<file path="src/rtl/mem_port_arbiter.sv">
// -----------------------------------------------------------------------------
// mem_port_arbiter
//
// Shares one single-port, word-addressed unified memory between the
// instruction-fetch requester (IF) and the data load/store requester (D).
// Every cycle it picks at most one requester, drives the memory port from it,
// and returns the one-cycle-latency read data to whoever issued the access.
//
// Arbitration: D wins by default. IF wins if it is the only requester, or if it
// has been denied STARVE_MAX cycles in a row. Grants may issue back-to-back
// every cycle, whether or not earlier responses are still in flight.
//
// Ports
//   clk        system clock, all state on the rising edge
//   reset      synchronous, active-high reset
//   if_req     fetch request, held with if_addr stable until if_gnt
//   if_addr    fetch byte address
//   if_gnt     fetch accepted this cycle
//   if_rvalid  fetch data valid (cycle after if_gnt)
//   if_rdata   fetch data, 0 when if_rvalid is low
//   d_req      data request, held with d_we/d_addr/d_wdata stable until d_gnt
//   d_we       1 = store, 0 = load
//   d_addr     data byte address
//   d_wdata    store data
//   d_gnt      data access accepted this cycle
//   d_rvalid   data access complete (cycle after d_gnt), loads and stores
//   d_rdata    load data, 0 for store completions and when d_rvalid is low
//   mem_en     memory access strobe
//   mem_we     memory write enable
//   mem_addr   memory word address (byte address bits [MEM_AW+1:2])
//   mem_wdata  memory write data
//   mem_rdata  memory read data, valid one cycle after a read strobe
// -----------------------------------------------------------------------------
module mem_port_arbiter #(
  parameter int ADDR_W     = 32,
  parameter int DATA_W     = 32,
  parameter int MEM_AW     = 12,
  parameter int STARVE_MAX = 4
) (
  input  logic              clk,
  input  logic              reset,

  input  logic              if_req,
  input  logic [ADDR_W-1:0] if_addr,
  output logic              if_gnt,
  output logic              if_rvalid,
  output logic [DATA_W-1:0] if_rdata,

  input  logic              d_req,
  input  logic              d_we,
  input  logic [ADDR_W-1:0] d_addr,
  input  logic [DATA_W-1:0] d_wdata,
  output logic              d_gnt,
  output logic              d_rvalid,
  output logic [DATA_W-1:0] d_rdata,

  output logic              mem_en,
  output logic              mem_we,
  output logic [MEM_AW-1:0] mem_addr,
  output logic [DATA_W-1:0] mem_wdata,
  input  logic [DATA_W-1:0] mem_rdata
);

  localparam int CNT_W = $clog2(STARVE_MAX + 1);
  localparam logic [CNT_W-1:0] STARVE_LIM = CNT_W'(STARVE_MAX);

  typedef enum logic [1:0] {
    GNT_NONE = 2'd0,
    GNT_IF   = 2'd1,
    GNT_D    = 2'd2
  } grant_e;

  grant_e            grant;
  logic [CNT_W-1:0]  starve_cnt;
  logic [CNT_W-1:0]  starve_cnt_nxt;
  logic              resp_if;
  logic              resp_d;
  logic              resp_d_load;   // the D access being completed was a load

  // Byte offset and address bits above the memory size are dropped on purpose:
  // addresses wrap modulo the memory depth.
  logic unused_addr_bits;
  assign unused_addr_bits = ^{if_addr[ADDR_W-1:MEM_AW+2], if_addr[1:0],
                              d_addr[ADDR_W-1:MEM_AW+2],  d_addr[1:0]};

  // ---------------------------------------------------------------------------
  // Grant decision: purely combinational from requests and registered state.
  // Reset masks every grant so nothing touches memory while reset is high.
  // ---------------------------------------------------------------------------
  // NOTE: every variable assigned in an always_comb gets a default on its first
  // line; a path that skips an assignment would otherwise infer a latch.
  always_comb begin
    grant = GNT_NONE;
    if (!reset) begin
      if (if_req && (!d_req || (starve_cnt == STARVE_LIM))) begin
        grant = GNT_IF;
      end else if (d_req) begin
        grant = GNT_D;
      end
    end
  end

  assign if_gnt = (grant == GNT_IF);
  assign d_gnt  = (grant == GNT_D);

  // ---------------------------------------------------------------------------
  // Memory port mux: follows the grant, all zeros when idle.
  // ---------------------------------------------------------------------------
  always_comb begin
    mem_en    = 1'b0;
    mem_we    = 1'b0;
    mem_addr  = '0;
    mem_wdata = '0;
    case (grant)
      GNT_IF: begin
        mem_en   = 1'b1;
        mem_addr = if_addr[MEM_AW+1:2];
      end
      GNT_D: begin
        mem_en    = 1'b1;
        mem_we    = d_we;
        mem_addr  = d_addr[MEM_AW+1:2];
        mem_wdata = d_wdata;
      end
      default: ;
    endcase
  end

  // ---------------------------------------------------------------------------
  // Starvation counter: counts consecutive cycles IF asked and lost. Dropping
  // the request or winning restarts the count; it parks at the limit, where
  // the grant logic hands IF the port.
  // ---------------------------------------------------------------------------
  always_comb begin
    starve_cnt_nxt = starve_cnt;
    if (!if_req || if_gnt) begin
      starve_cnt_nxt = '0;
    end else if (starve_cnt != STARVE_LIM) begin
      starve_cnt_nxt = starve_cnt + 1'b1;
    end
  end

  // ---------------------------------------------------------------------------
  // State registers. Response flags capture this cycle's grant so the data
  // coming back next cycle is steered to the requester that issued it. A grant
  // made just before reset is already in these flags, so its rvalid still
  // shows while reset is high; the reset edge then clears them.
  // ---------------------------------------------------------------------------
  // NOTE: sequential state uses non-blocking assignments so every register
  // samples the pre-edge values, independent of statement order.
  always_ff @(posedge clk) begin
    if (reset) begin
      starve_cnt  <= '0;
      resp_if     <= 1'b0;
      resp_d      <= 1'b0;
      resp_d_load <= 1'b0;
    end else begin
      starve_cnt  <= starve_cnt_nxt;
      resp_if     <= if_gnt;
      resp_d      <= d_gnt;
      resp_d_load <= d_gnt & ~d_we;
    end
  end

  // ---------------------------------------------------------------------------
  // Response routing. Data is forced to zero unless it belongs to the
  // requester, so a store completion returns 0 on d_rdata.
  // ---------------------------------------------------------------------------
  assign if_rvalid = resp_if;
  assign d_rvalid  = resp_d;
  assign if_rdata  = resp_if ? mem_rdata : '0;
  assign d_rdata   = (resp_d && resp_d_load) ? mem_rdata : '0;

endmodule

</file>
<file path="config.mk">
export PLATFORM = sky130hd
export DESIGN_NAME = mem_port_arbiter
export DESIGN_NICKNAME = d
export VERILOG_FILES = /design/src/rtl/mem_port_arbiter.sv
export SDC_FILE = /design/constraint.sdc
export NUM_CORES = 1
export LEC_CHECK = 0
export ABC_AREA = 1
export CAP_MARGIN = 15
export CORE_AREA = 8 8 94 96
export CTS_CLUSTER_SIZE = 16
export DETAILED_ROUTE_END_ITERATION = 8
export DIE_AREA = 0 0 102 104
export GPL_TIMING_DRIVEN = 0
export PLACE_DENSITY = 0.78
export SLEW_MARGIN = 20
export SYNTH_ARGS = -nofsm -noshare
export SYNTH_HDL_FRONTEND = slang
export SYNTH_SLANG_ARGS = --single-unit
export TNS_END_PERCENT = 20
</file>
<file path="constraint.sdc">
create_clock -name clk -period 1.85 [get_ports clk]
set_input_delay 0.37 -clock clk [delete_from_list [all_inputs] [get_ports clk]]
set_output_delay 0.37 -clock clk [all_outputs]
set_load 0.01 [all_outputs]
</file>
=== After elaboration in Yosys (flattened, before gate mapping) ===
Index checks and enable logic that the tools add are counted.

* Register bits: 6
* Bits of input ports: 133
* Word-level logic and storage cells: 28

* Add/subtract/negate cells: 1
* Bitwise operators: 2
* Equal/unequal tests: 4
* Muxes and demuxes: 9
* Reduce and logical (&&, ||, !) cells: 8

{| class="wikitable"
|+ Operators by type and width
! kind !! number
|-
| $mux 32 || 3
|-
| $pmux 12 s2 || 1
|-
| $mux 2 || 3
|-
| $reduce_or 2->1 || 2
|-
| $add 3x1->3 const B || 1
|-
| $eq 3x3->1 const B || 1
|-
| $ne 3x3->1 const B || 1
|-
| $eq 2x1->1 const B || 1
|-
| $eq 2x2->1 const B || 1
|-
| $logic_and 1x1->1 || 2
|-
| $logic_not 1->1 || 2
|-
| $logic_or 1x1->1 || 2
|-
| $mux 1 || 2
|-
| $and 1x1->1 || 1
|-
| $not 1->1 || 1
|}

=== Logic depth before layout (Yosys ltp) ===
* Word-level depth: 8
* Depth in mapped cells: 12
* Mapped depth without buffers: 12

=== Least setup slack after synthesis ===
No wires, ideal clock.

* Path type: register to output
* Start point: reg starve_cnt[0]
* End point: out mem_addr[0]
* Cell stages (with the launch flop): 10
* Data arrival time: 1.507 ns
* Path buffers: 1
* Data required time: 1.480 ns
* Slack: -0.027 ns
* Cell sequence: dfxtp_1 -> inv_1 -> ha_1 -> nand2_2 -> nand2_2 -> nand3_2 -> ha_1 -> buf_4 -> nand2_1 -> a21oi_2

* Cells in the longest elaborated chain, start to end: 7
* Elaborated cells on any way between the ends: 8
* Those cells by class: 3 x eq/ne; 3 x mux; 2 x reduce/logical

{| class="wikitable"
|+ Ends and longest elaborated chain
! what !! line !! source
|-
| from (decl) || 74 || <nowiki>logic [CNT_W-1:0] starve_cnt;</nowiki>
|-
| from (signal assigned) || 158 || <nowiki>starve_cnt <= starve_cnt_nxt;</nowiki>
|-
| $eq 3x3->1 || 95 || <nowiki>if (if_req && (!d_req || (starve_cnt == STARVE_LIM))) begin</nowiki>
|-
| $logic_or 1x1->1 || 95 ||
|-
| $logic_and 1x1->1 || 95 ||
|-
| $mux 2 || 95 ||
|-
| $mux 2 || 94 || <nowiki>if (!reset) begin</nowiki>
|-
| $eq 2x2->1 || -- ||
|-
| via d_gnt || 53 || <nowiki>output logic d_gnt,</nowiki>
|-
| $pmux 12 s2 || 114 || <nowiki>case (grant)</nowiki>
|-
| to (decl) || 59 || <nowiki>output logic [MEM_AW-1:0] mem_addr,</nowiki>
|}

The timed path passes the listed nets, and every way through them passes these cells.

=== Final worst setup path ===
* Start point: reg starve_cnt[0]
* End point: out mem_wdata[24]

* Cells in the longest elaborated chain, start to end: 7

{| class="wikitable"
|+ Ends and longest elaborated chain
! what !! line !! source
|-
| $eq 3x3->1 || 95 ||
|-
| $logic_or 1x1->1 || 95 ||
|-
| $logic_and 1x1->1 || 95 ||
|-
| $mux 2 || 95 ||
|-
| $mux 2 || 94 ||
|-
| $eq 2x2->1 || 114 ||
|-
| $mux 32 || 114 ||
|-
| to (decl) || 60 || <nowiki>output logic [DATA_W-1:0] mem_wdata,</nowiki>
|}

No other way between the ends.

==> run summary <==
CP Capture Type = output pin
Setup ws final = -0.280 ns
Min-Delay Endpoint = starve_cnt[0]
Slowest cell on crit path = dfxtp_2
IO Port Bufs = 206
CTS root buffer = clkbuf_8
Mapped Cells = 288
Fin Clk Skew = 0.00129 ns
Net Sw Frac = 31.3%
DRC Markers = 0
Clock transition at the registers of the reported paths = 0.04 ns
Critical path cell sequence = inv_2 -> ha_4 -> nand2_4 -> o21ai_4 -> inv_2 -> ha_4 -> buf_6 -> buf_6 -> nand2_2 -> inv_2 -> buf_6
Syn Nets = 426
FF/Latch Area = 124 um2
TritonCTS buffer count = 3
Core area = 7450 um2
Setup violators final = 48
Internal Pwr Total = 606 uW
Drt pass-1 iters = 4
Slew Limit Fails = 0
Combinational power share = 62.1%
Starting DRC count in detailed routing = 53
Max stage delay on crit path = 0.31 ns
WL/cell = 13.3 um
Failing checks = setup timing
Finished layout cell area = 3720 um2
FF-to-FF path depth = 12
Final HPWL DP = 6.92 mm
Commonest cells after routing, fill and taps aside = clkdlybuf4s50_1 (98), inv_1 (89), nand2_1 (73)
H-tree levels = 1
CP arrival = 1.76 ns
Vias = 2414
Hold Startpoint = starve_cnt[2]
Leakage = 2.51 nW
Sequential share of power = 15.7%
Slew @ Worst Pin = 0.218 ns
Setup Slack @ Placement = -0.947 ns
Layout cells sized above 1 = 28.4%
Switching power = 276 uW
Most common cell after layout, fill and taps aside = clkdlybuf4s50_1
Synth warnings = 0
WHS Path Cells = 2
Cell variety after synth = 16
Clock share of power = 22.2%
Startpoint types = flop
Kind of critical path = flop to output pin
IO Pins = 247
Die Ht = 104 um
Fmax = 0.470 GHz
Diode count = 0
Initial antenna violation count = 0
Worst slew margin = 85.4%
Final WL = 8.14 mm
Die X = 102 um
R2r endpoint = starve_cnt[0]
Max VDD drop = 0.233 mV
Final Cycle Share = 115%
Clk Latency, worst-skew pair = 0.22 ns
PD cells = 237 nW/um2
Largest net degree at the start of global routing = 11
Reg-to-reg slack, setup = 0.16 ns
Hold Path Class = flop to flop
Worst path required time = 1.48 ns
Max-cap violations = 0
Clock Path Buffers = 2
Number of routed nets with antenna violations = 0
Final Wtd Congestion = 0.862
Vias in the first global route = 2553
Tot GR Track Use = 13.6%
Synth Register Bits = 6
Die footprint = 10600 um2
Gr ovfl total = 0
CTS tree = yes
RSZ-0062 raised after global routing = yes
Status = finished, violations left
Fill cells = 757
Syn_area_per_cell = 4.66 um2
Global-route wire length before repair = 11.7 mm
Worst-path fanout max = 7
Nets@finish = 651
FP Rows = 32
Initial core utilization = 18.0%
Multi-input logic area = 858 um2
Sequential cell area fraction in the yosys report = 8.95%
Post-Syn Area = 1340 um2
Sink Count = 6
Min cycle time layout = 2.13 ns
Placed cell areas = 3550 um2
Drt via density = 3.94
Area growth, synth to finish = 177%
Final Hold Fails = 0
Hold Buf Count CTS = 0
Reg2reg start = starve_cnt[0]
worst max path at each step:
stage / start / end / slack (ns) / cells after the start
global placement: if_req / mem_addr[1] / -0.92 / 8
finish: starve_cnt[0] / mem_wdata[24] / -0.28 / 11
floorplan: starve_cnt[0] / mem_addr[11] / -0.005 / 8
global route: starve_cnt[0] / mem_addr[8] / -0.34 / 11
detailed placement: if_req / mem_addr[1] / -0.95 / 8
CTS: starve_cnt[0] / mem_addr[1] / -0.30 / 9
synth_stat cells:
master / number / area [um2]
dfxtp_1: 6 / 120
nand3_1: 4 / 20.0
inv_2: 1 / 3.75
buf_4: 8 / 60.1
inv_1: 110 / 413
nand2_1: 95 / 357
buf_2: 4 / 20.0
buf_6: 1 / 11.3
nand3_2: 1 / 10.0
nor2_1: 35 / 131
nor3_1: 1 / 5.00
o21ai_2: 1 / 8.76
a21oi_1: 4 / 20.0
nand2_2: 2 / 12.5
ha_1: 5 / 62.6
a21oi_2: 10 / 87.6
through the flow:
stage	setup TNS, ns	hold WS, ns	instances	utilization (%)	total power, mW
global route	-12.81	0.585	613	50.0	0.933
floorplan	-0.0436	0.442	288	-	0.289
finish	-9.26	0.560	613	50.0	0.882
detailed placement	-41.34	0.514	596	47.6	0.630
CTS	-9.62	0.562	609	48.2	0.861
global placement	-39.79	0.491	596	47.6	0.623
critical path, delay by kind of cell (launching register included):
kind	cells	cell delay [ns]
adders and majority gates	2	0.35
buffers and inverters	6	0.57
and+or+nand+nor	2	0.12
AOI/OAI and AO/OA	1	0.18
DFF	1	0.31
flip-flops by register name (all words and copies together), names as in the netlist:
signal and count:
d_rvalid 1, if_rvalid 1, resp_d_load 1, starve_cnt 3
final cells by class:
type	count	area share [%]
plain buffers	12	3.12
clock buffers	3	1.11
inverters	111	11.2
multi-input cells	158	23.0
flip-flops and latches	6	3.33
well taps	102	3.43
repair buffers	221	54.8
metal layers:
metal	routed length, um	share of wire [%]	track usage (%)	vias to the layer above
li1	-	-	-	1214
met1	2930	36	11.9	1035
met2	4000	49	26.2	151
met3	1030	13	5.62	14
met4	180	2.2	4.51	0
met5	0	0	0	-
cells by family after synthesis:
group	synth area share, %
simple gates	39.9
compound gates	8.67
flops	8.95
fa+ha+maj	4.66
buf+inv	37.8
power by group through the flow:
stage	Sequential (mW)	Combinational (mW)	Clock, mW
2_1_floorplan	0.139	0.150	0
4_1_cts	0.138	0.524	0.198
5_1_grt	0.139	0.591	0.203
3_3_place_gp	0.140	0.484	0
6_report	0.139	0.548	0.196
3_5_place_dp	0.140	0.490	0
repair_timing:
action	CTS	global route
gates cloned	3	1
setup endpoints to repair	112	60
pin swaps	5	4
resized for setup	308	38
buffers inserted	8	3
No activity file was read; power rests on OpenSTA's default activity.
